File: src/rtl/tile_repack_pkg.sv
// Shared constants, FSM state encoding and the YUV byte packer for tile_repack.
package tile_repack_pkg;

    localparam int WORDS_PER_LINE_DEF = 64;
    localparam int LINES_DEF          = 64;
    localparam int LINE_STRIDE_DEF    = 320;
    localparam int TILE_WORDS         = 4096;

    // Each bank stores three planes back to back; word i of a plane sits at i + offset.
    localparam logic [13:0] PLANE_Y_OFF = 14'd0;
    localparam logic [13:0] PLANE_U_OFF = 14'd4096;
    localparam logic [13:0] PLANE_V_OFF = 14'd8192;

    localparam logic [7:0] LEVEL_SHIFT = 8'd128;

    typedef enum logic [2:0] {
        IDLE = 3'd0,
        RD_Y = 3'd1,
        RD_U = 3'd2,
        RD_V = 3'd3,
        CAP  = 3'd4,
        WR   = 3'd5,
        DONE = 3'd6
    } state_e;

    // Signed samples to unsigned bytes; U/V high bytes are dropped (4:2:2 output).
    function automatic logic [31:0] pack_yuyv(input logic [15:0] y,
                                              input logic [7:0]  u,
                                              input logic [7:0]  v);
        logic [7:0] y0, y1, uu, vv;
        y0 = y[7:0]  + LEVEL_SHIFT;
        y1 = y[15:8] + LEVEL_SHIFT;
        uu = u       + LEVEL_SHIFT;
        vv = v       + LEVEL_SHIFT;
        return {y0, uu, y1, vv};
    endfunction

endpackage

File: src/rtl/tile_repack_if.sv
// Bank read ports and frame-memory write port of tile_repack.
interface tile_repack_if;

    logic [13:0] addrb_o1_r;
    logic [13:0] addrb_o2_r;
    logic        enb_o1_r;
    logic        enb_o2_r;
    logic [15:0] doutb_o1;
    logic [15:0] doutb_o2;
    logic [17:0] addra_all_w;
    logic [31:0] dina_all_w;
    logic        wea_all_w;
    logic        wr_ready;

    modport master (
        output addrb_o1_r, addrb_o2_r, enb_o1_r, enb_o2_r,
        output addra_all_w, dina_all_w, wea_all_w,
        input  doutb_o1, doutb_o2, wr_ready
    );

    modport slave (
        input  addrb_o1_r, addrb_o2_r, enb_o1_r, enb_o2_r,
        input  addra_all_w, dina_all_w, wea_all_w,
        output doutb_o1, doutb_o2, wr_ready
    );

endinterface

File: src/rtl/tile_addr_gen.sv
// Frame write address: tile_base + line*LINE_STRIDE + sample, 18-bit wrap, plus last-word flag.
module tile_addr_gen #(
    parameter int WORDS_PER_LINE = 64,
    parameter int LINES          = 64,
    parameter int LINE_STRIDE    = 320
) (
    input  logic        clk,
    input  logic        rst,
    input  logic        i_load,
    input  logic [17:0] i_base,
    input  logic        i_adv,
    output logic [17:0] o_addr,
    output logic        o_last
);

    localparam int SW = (WORDS_PER_LINE > 1) ? $clog2(WORDS_PER_LINE) : 1;
    localparam int LW = (LINES > 1) ? $clog2(LINES) : 1;
    localparam logic [SW-1:0] SAMPLE_LAST = SW'(WORDS_PER_LINE - 1);
    localparam logic [LW-1:0] LINE_LAST   = LW'(LINES - 1);
    localparam logic [17:0]   STRIDE      = 18'(LINE_STRIDE);

    logic [SW-1:0] r_sample;
    logic [LW-1:0] r_line;
    logic [17:0]   r_line_base;

    // The line base is accumulated instead of multiplied; the 18-bit adder wraps naturally.
    always_ff @(posedge clk) begin
        if (!rst) begin
            r_sample    <= '0;
            r_line      <= '0;
            r_line_base <= '0;
        end else if (i_load) begin
            r_sample    <= '0;
            r_line      <= '0;
            r_line_base <= i_base;
        end else if (i_adv) begin
            if (r_sample == SAMPLE_LAST) begin
                r_sample    <= '0;
                r_line      <= r_line + 1'b1;
                r_line_base <= r_line_base + STRIDE;
            end else begin
                r_sample <= r_sample + 1'b1;
            end
        end
    end

    assign o_addr = r_line_base + 18'(r_sample);
    assign o_last = (r_sample == SAMPLE_LAST) && (r_line == LINE_LAST);

endmodule

File: src/rtl/tile_repack.sv
// Drains one 4096-word YUV tile from bank o1 or o2 into the packed frame memory.
// Optional TILE_REPACK_BANK_TOGGLE_EN: bank alternates per tile instead of following bank_sel.
module tile_repack
    import tile_repack_pkg::*;
#(
    parameter int WORDS_PER_LINE = WORDS_PER_LINE_DEF,
    parameter int LINES          = LINES_DEF,
    parameter int LINE_STRIDE    = LINE_STRIDE_DEF
) (
    input  logic          clk_dwt,
    input  logic          rst,
    input  logic          start,
    input  logic          bank_sel,
    input  logic [17:0]   tile_base,
    tile_repack_if.master mem,
    output logic          busy,
    output logic          done
);

    state_e      r_state;
    state_e      w_next;
    logic [11:0] r_idx;
    logic        r_bank;
    logic [15:0] r_y;
    logic [7:0]  r_u;
    logic [7:0]  r_v;

    logic        w_load;
    logic        w_accept;
    logic        w_last;
    logic        w_bank_req;
    logic        w_rd;
    logic [13:0] w_raddr;
    logic [15:0] w_rdata;
    logic [17:0] w_waddr;
    logic        w_wr;

    assign w_load   = (r_state == IDLE) && start;
    assign w_wr     = (r_state == WR);
    assign w_accept = w_wr && mem.wr_ready;
    assign w_rdata  = r_bank ? mem.doutb_o2 : mem.doutb_o1;

`ifdef TILE_REPACK_BANK_TOGGLE_EN
    logic r_tgl;

    always_ff @(posedge clk_dwt) begin
        if (!rst)
            r_tgl <= 1'b0;
        else if (r_state == DONE)
            r_tgl <= ~r_tgl;
    end

    assign w_bank_req = r_tgl;
`else
    assign w_bank_req = bank_sel;
`endif

    always_comb begin
        w_next = r_state;
        case (r_state)
            IDLE:    if (start) w_next = RD_Y;
            RD_Y:    w_next = RD_U;
            RD_U:    w_next = RD_V;
            RD_V:    w_next = CAP;
            CAP:     w_next = WR;
            WR:      if (mem.wr_ready) w_next = w_last ? DONE : RD_Y;
            DONE:    w_next = IDLE;
            default: w_next = IDLE;
        endcase
    end

    always_ff @(posedge clk_dwt) begin
        if (!rst) begin
            r_state <= IDLE;
            r_idx   <= '0;
            r_bank  <= 1'b0;
        end else begin
            r_state <= w_next;
            if (w_load) begin
                r_idx  <= '0;
                r_bank <= w_bank_req;
            end else if (w_accept) begin
                r_idx  <= r_idx + 1'b1;
            end
        end
    end

    // Read data arrives one cycle after its enable, so each plane is captured a state late.
    always_ff @(posedge clk_dwt) begin
        if (!rst) begin
            r_y <= '0;
            r_u <= '0;
            r_v <= '0;
        end else begin
            case (r_state)
                RD_U:    r_y <= w_rdata;
                RD_V:    r_u <= w_rdata[7:0];
                CAP:     r_v <= w_rdata[7:0];
                default: ;
            endcase
        end
    end

    always_comb begin
        w_rd    = 1'b1;
        w_raddr = '0;
        case (r_state)
            RD_Y:    w_raddr = {2'b00, r_idx} + PLANE_Y_OFF;
            RD_U:    w_raddr = {2'b00, r_idx} + PLANE_U_OFF;
            RD_V:    w_raddr = {2'b00, r_idx} + PLANE_V_OFF;
            default: w_rd    = 1'b0;
        endcase
    end

    tile_addr_gen #(
        .WORDS_PER_LINE (WORDS_PER_LINE),
        .LINES          (LINES),
        .LINE_STRIDE    (LINE_STRIDE)
    ) u_addr_gen (
        .clk    (clk_dwt),
        .rst    (rst),
        .i_load (w_load),
        .i_base (tile_base),
        .i_adv  (w_accept),
        .o_addr (w_waddr),
        .o_last (w_last)
    );

    // Outputs decode from registered state only, so a reset edge clears them all at once.
    assign mem.enb_o1_r    = w_rd && !r_bank;
    assign mem.enb_o2_r    = w_rd &&  r_bank;
    assign mem.addrb_o1_r  = (w_rd && !r_bank) ? w_raddr : '0;
    assign mem.addrb_o2_r  = (w_rd &&  r_bank) ? w_raddr : '0;
    assign mem.wea_all_w   = w_wr;
    assign mem.addra_all_w = w_wr ? w_waddr : '0;
    assign mem.dina_all_w  = w_wr ? pack_yuyv(r_y, r_u, r_v) : '0;

    assign busy = (r_state != IDLE);
    assign done = (r_state == DONE);

endmodule
File: src/flat_wrapper.sv
// flat-port wrapper written by rule: the top's interface ports become plain ports
module tile_repack_flat import tile_repack_pkg::*;
#(
    parameter int WORDS_PER_LINE = WORDS_PER_LINE_DEF,
    parameter int LINES          = LINES_DEF,
    parameter int LINE_STRIDE    = LINE_STRIDE_DEF
)
  (clk_dwt, rst, start, bank_sel, tile_base, busy, done, mem_addrb_o1_r, mem_addrb_o2_r, mem_enb_o1_r, mem_enb_o2_r, mem_addra_all_w, mem_dina_all_w, mem_wea_all_w, mem_doutb_o1, mem_doutb_o2, mem_wr_ready);
  tile_repack_if mem_i ();
  input  logic clk_dwt;
  input  logic rst;
  input  logic start;
  input  logic bank_sel;
  input  logic [17:0] tile_base;
  output logic busy;
  output logic done;
  output wire logic [$bits(mem_i.addrb_o1_r)-1:0] mem_addrb_o1_r;
  output wire logic [$bits(mem_i.addrb_o2_r)-1:0] mem_addrb_o2_r;
  output wire logic [$bits(mem_i.enb_o1_r)-1:0] mem_enb_o1_r;
  output wire logic [$bits(mem_i.enb_o2_r)-1:0] mem_enb_o2_r;
  output wire logic [$bits(mem_i.addra_all_w)-1:0] mem_addra_all_w;
  output wire logic [$bits(mem_i.dina_all_w)-1:0] mem_dina_all_w;
  output wire logic [$bits(mem_i.wea_all_w)-1:0] mem_wea_all_w;
  input wire logic [$bits(mem_i.doutb_o1)-1:0] mem_doutb_o1;
  input wire logic [$bits(mem_i.doutb_o2)-1:0] mem_doutb_o2;
  input wire logic [$bits(mem_i.wr_ready)-1:0] mem_wr_ready;
  assign mem_addrb_o1_r = mem_i.addrb_o1_r;
  assign mem_addrb_o2_r = mem_i.addrb_o2_r;
  assign mem_enb_o1_r = mem_i.enb_o1_r;
  assign mem_enb_o2_r = mem_i.enb_o2_r;
  assign mem_addra_all_w = mem_i.addra_all_w;
  assign mem_dina_all_w = mem_i.dina_all_w;
  assign mem_wea_all_w = mem_i.wea_all_w;
  assign mem_i.doutb_o1 = mem_doutb_o1;
  assign mem_i.doutb_o2 = mem_doutb_o2;
  assign mem_i.wr_ready = mem_wr_ready;
  tile_repack #(.WORDS_PER_LINE(WORDS_PER_LINE), .LINES(LINES), .LINE_STRIDE(LINE_STRIDE)) u_core (.clk_dwt(clk_dwt), .rst(rst), .start(start), .bank_sel(bank_sel), .tile_base(tile_base), .mem(mem_i), .busy(busy), .done(done));
endmodule
File: config.mk
export PLATFORM = sky130hd
export DESIGN_NAME = tile_repack_flat
export DESIGN_NICKNAME = d
export VERILOG_FILES = /design/src/rtl/tile_repack_pkg.sv /design/src/rtl/tile_repack_if.sv /design/src/rtl/tile_addr_gen.sv /design/src/rtl/tile_repack.sv /design/src/flat_wrapper.sv
export SDC_FILE = /design/constraint.sdc
export NUM_CORES = 1
export LEC_CHECK = 0
export CAP_MARGIN = 20
export CORE_MARGIN = 10
export CORE_UTILIZATION = 42
export DETAILED_ROUTE_END_ITERATION = 10
export PLACE_DENSITY = 0.77
export SLEW_MARGIN = 30
export SYNTH_ARGS = -nofsm -noshare
export SYNTH_HDL_FRONTEND = slang
export SYNTH_SLANG_ARGS = --single-unit
File: constraint.sdc
create_clock -name clk_dwt -period 2.1 [get_ports clk_dwt]
set_clock_uncertainty 0.05 [all_clocks]
set_input_delay 0.315 -clock clk_dwt [delete_from_list [all_inputs] [get_ports clk_dwt]]
set_output_delay 0.315 -clock clk_dwt [all_outputs]
set_load 0.01 [all_outputs]
==> metrics.csv <==
stage;metric;value;unit
power_and_ir_drop;switching_power;0.934;mW
power_and_ir_drop;irDropWorstVdd;312;uV
die;core;9910;um2
die;die_h;121;um
sta;setup_viol;15;
placement;numPortBuffers;137;
global_route;grt_max_degree;34;
global_route;grt_pass1_wl;22700;um
power_and_ir_drop;swShare;0.278;
clocking;cts_tree;yes;
sta;tns;-4.24;ns
power_and_ir_drop;seqPwrFrac;0.479;
clocking;hold_buffers;0;
sta;min_period;2.52;ns
synthesis;async_reset_ff_frac;0;
die;die_w;121;um
sta;post-route-period-util;1.20;
sta;slew_headroom;0.773;
global_route;grt-ovfl-total;0;
sta;finalHoldViolCount;0;
synthesis;seq_area_frac_synth;0.362;
finish;nNetsFinal;791;
setup_path;path_max_fanout;5;
power_and_ir_drop;pwr-share-clk;0.330;
clocking;clk_pin_slew;0.08;ns
sta;max_freq;396;MHz
power_and_ir_drop;intPower;2.43;mW
die;rows;36;
clocking;clock_path_buffers;2;
clocking;clkLatencyLatePin;0.34;ns
route;drc;0;
sta;rsz0062_at_grt;true;
clocking;numCtsBuffers;9;
die;dieArea;14700;um2
sta;setup_ws;-0.422;ns
route;vias_per_cell;5.27;
route;drt-initial-drc-count;179;
synthesis;ys.flop_type;dfxtp_1;
setup_path;end_kind;output port;
min_path;hold_class;register to register;
sta;tightest_slew;0.332;ns
finish;syn_to_final_growth;53.4;%
synthesis;synth_area;4310;um2
synthesis;synth_cell_types;44;
finish;antenna-diode-count;0;
finish;final_common_cell;nor2_1;
synthesis;yosysWarnings;0;
run_status;violations;setup timing;
setup_path;reg2reg_slack;0.09;ns
run;cap_violations;0;
route;wirelength;14400;um
finish;layout_common_cells;nor2_1, buf_4, dfxtp_1, dlygate4sd2_1, clkdlybuf4s50_1;
synthesis;synth_cells;534;
sta;slew_violations;0;
global_route;grt_pass1_vias;4518;
setup_path;critPathKind;register to output port;
global_route;track_usage;0.186;
run_status;status;complete, but fails checks;
die;start_util;0.435;
global_route;antenna_found_initial;1;
synthesis;synth_top_area_frac;0.362;
power_and_ir_drop;pwr_density_cell;508;nW/um2
placement;pre_cts_ws;-0.582;ns
sta;holdWs;0.436;ns
setup_path;cp.arrival;2.16;ns
synthesis;synthTopCellsByArea;dfxtp_1, nor2_1, a211oi_1;
synthesis;ys_ff_latch;78;
placement;placed_cell_area;6220;um2
synthesis;synth_top_cell_by_area;dfxtp_1;
finish;final_core_util;0.668;
synthesis;syn_area_per_cell;8.08;um2
route;ant_nets;0;
placement;dp_hpwl;10700;um
placement;gp_congestion;0.957;
finish;drive_above_1_share;0.238;
power_and_ir_drop;p_comb_frac;0.191;
setup_path;required;1.74;ns
setup_path;crit_path_cell_trace;ha_4 -> fa_2 -> a211oi_4 -> o21ai_2 -> nand3_2 -> buf_6 -> xor2_1 -> nor2_1 -> buf_2;
clocking;cts-root-buf;clkbuf_8;
setup_path;cpPeakStageDelay;0.39;ns
route;routedWlPerCell;16.7;um
setup_path;slowest_stage;fa_2;
clocking;cts_sinks;78;
clocking;h-tree-depth;3;
synthesis;synth_edf_count;0;
power_and_ir_drop;leakagePower;2.95;nW
route;drtPass1Iterations;5;
setup_path;critPathLaunchType;register;
finish;postLayoutCellArea;6620;um2
die;ios;138;
synthesis;synth_nets;600;
route;vias;4552;
state kept, by name, summed over array words and instances (netlist names):
name and flops:
u_core.r_y 16, u_core.r_idx 12, u_core.r_bank 1, u_core.u_addr_gen.r_line_base 18
u_core.r_u 8, u_core.r_v 8, u_core.r_state 3, u_core.u_addr_gen.r_sample 6
u_core.u_addr_gen.r_line 6
cells by family (layout without fill, tap and decap cells):
family,Yosys count,in the layout,share of synthesized area
AO/OA/AOI/OAI,99,99,0.144
XOR/XNOR,41,41,0.0833
adder cells (fa/ha/maj),11,11,0.0337
buffers and inverters,49,245,0.0461
flip-flops,78,78,0.362
multiplexers,18,18,0.0418
AND/OR/NAND/NOR,238,238,0.289
worst max-delay path, delay by kind of cell (launching register included):
family                   cells  cell delay [ns]
AND/OR/NAND/NOR              2             0.17
flip-flops                   1             0.34
adder cells (fa/ha/maj)      2             0.55
buffers and inverters        2             0.24
XOR/XNOR                     1             0.13
AO/OA/AOI/OAI                2             0.38
cells in the mapped netlist, drive strengths merged (2+ instances only):
library cell	n
clkbuf	31
and2	25
and3	34
nand2	38
nand4	9
nor2	83
or3	6
o21a	2
nor3	8
nor3b	3
buf	9
a21o	2
nand3	14
inv	8
mux2i	18
a211oi	39
o21ai	19
nor2b	3
dfxtp	78
nor4	8
a21oi	31
xor2	24
o211ai	3
ha	10
xnor2	17
power by group through the flow:
stage          sequential (mW)  combinational, mW  clock (mW)
2_1_floorplan             1.63              0.317           0
3_3_place_gp              1.63              0.588           0
3_5_place_dp              1.64              0.604           0
4_1_cts                   1.61              0.631        1.13
5_1_grt                   1.62              0.698        1.19
6_report                  1.61              0.641        1.11
layout make-up:
cell class,instances,area [um2]
fill,850,3290
multi-input combinational,407,2780
timing repair buffer,220,1860
sequential,78,1590
tap,133,166
clock buffer,11,131
clock inverter,5,58.8
inverter,9,33.8
path summary, 6_finish.rpt:
path / start / endpoint / cells after the start
hold reg to reg: u_core.u_addr_gen.r_line_base[2]$_SDFFE_PN0P_ / u_core.u_addr_gen.r_line_base[2]$_SDFFE_PN0P_ / 2
hold / removal: u_core.u_addr_gen.r_line_base[2]$_SDFFE_PN0P_ / u_core.u_addr_gen.r_line_base[2]$_SDFFE_PN0P_ / 2
setup / recovery: u_core.u_addr_gen.r_line_base[0]$_SDFFE_PN0P_ / mem_addra_all_w[10] / 9
setup reg to reg: u_core.u_addr_gen.r_sample[1]$_SDFFE_PP0P_ / u_core.r_state[2]$_SDFFE_PN0P_ / 7
layer usage:
layer  routed length, um  track usage
met1                5920        0.219
met2                7220        0.325
met3                1060       0.0479
met4                 214       0.0514
met5                  12            0
metrics by stage:
step | total power [mW] | instances
global route | 3.51 | 863
detailed placement | 2.24 | 832
CTS | 3.37 | 861
global placement | 2.22 | 832
floorplan | 1.94 | 534
finish | 3.36 | 863
repair_timing:
| action | CTS | global route |
|---|---|---|
| setup buffers | 11 | 2 |
| endpoints found under the setup margin | 85 | 34 |
| resized for setup | 180 | 27 |
| pin swaps | 21 | 12 |
| cloned | 2 | 0 |
No activity file was read; power rests on OpenSTA's default activity.
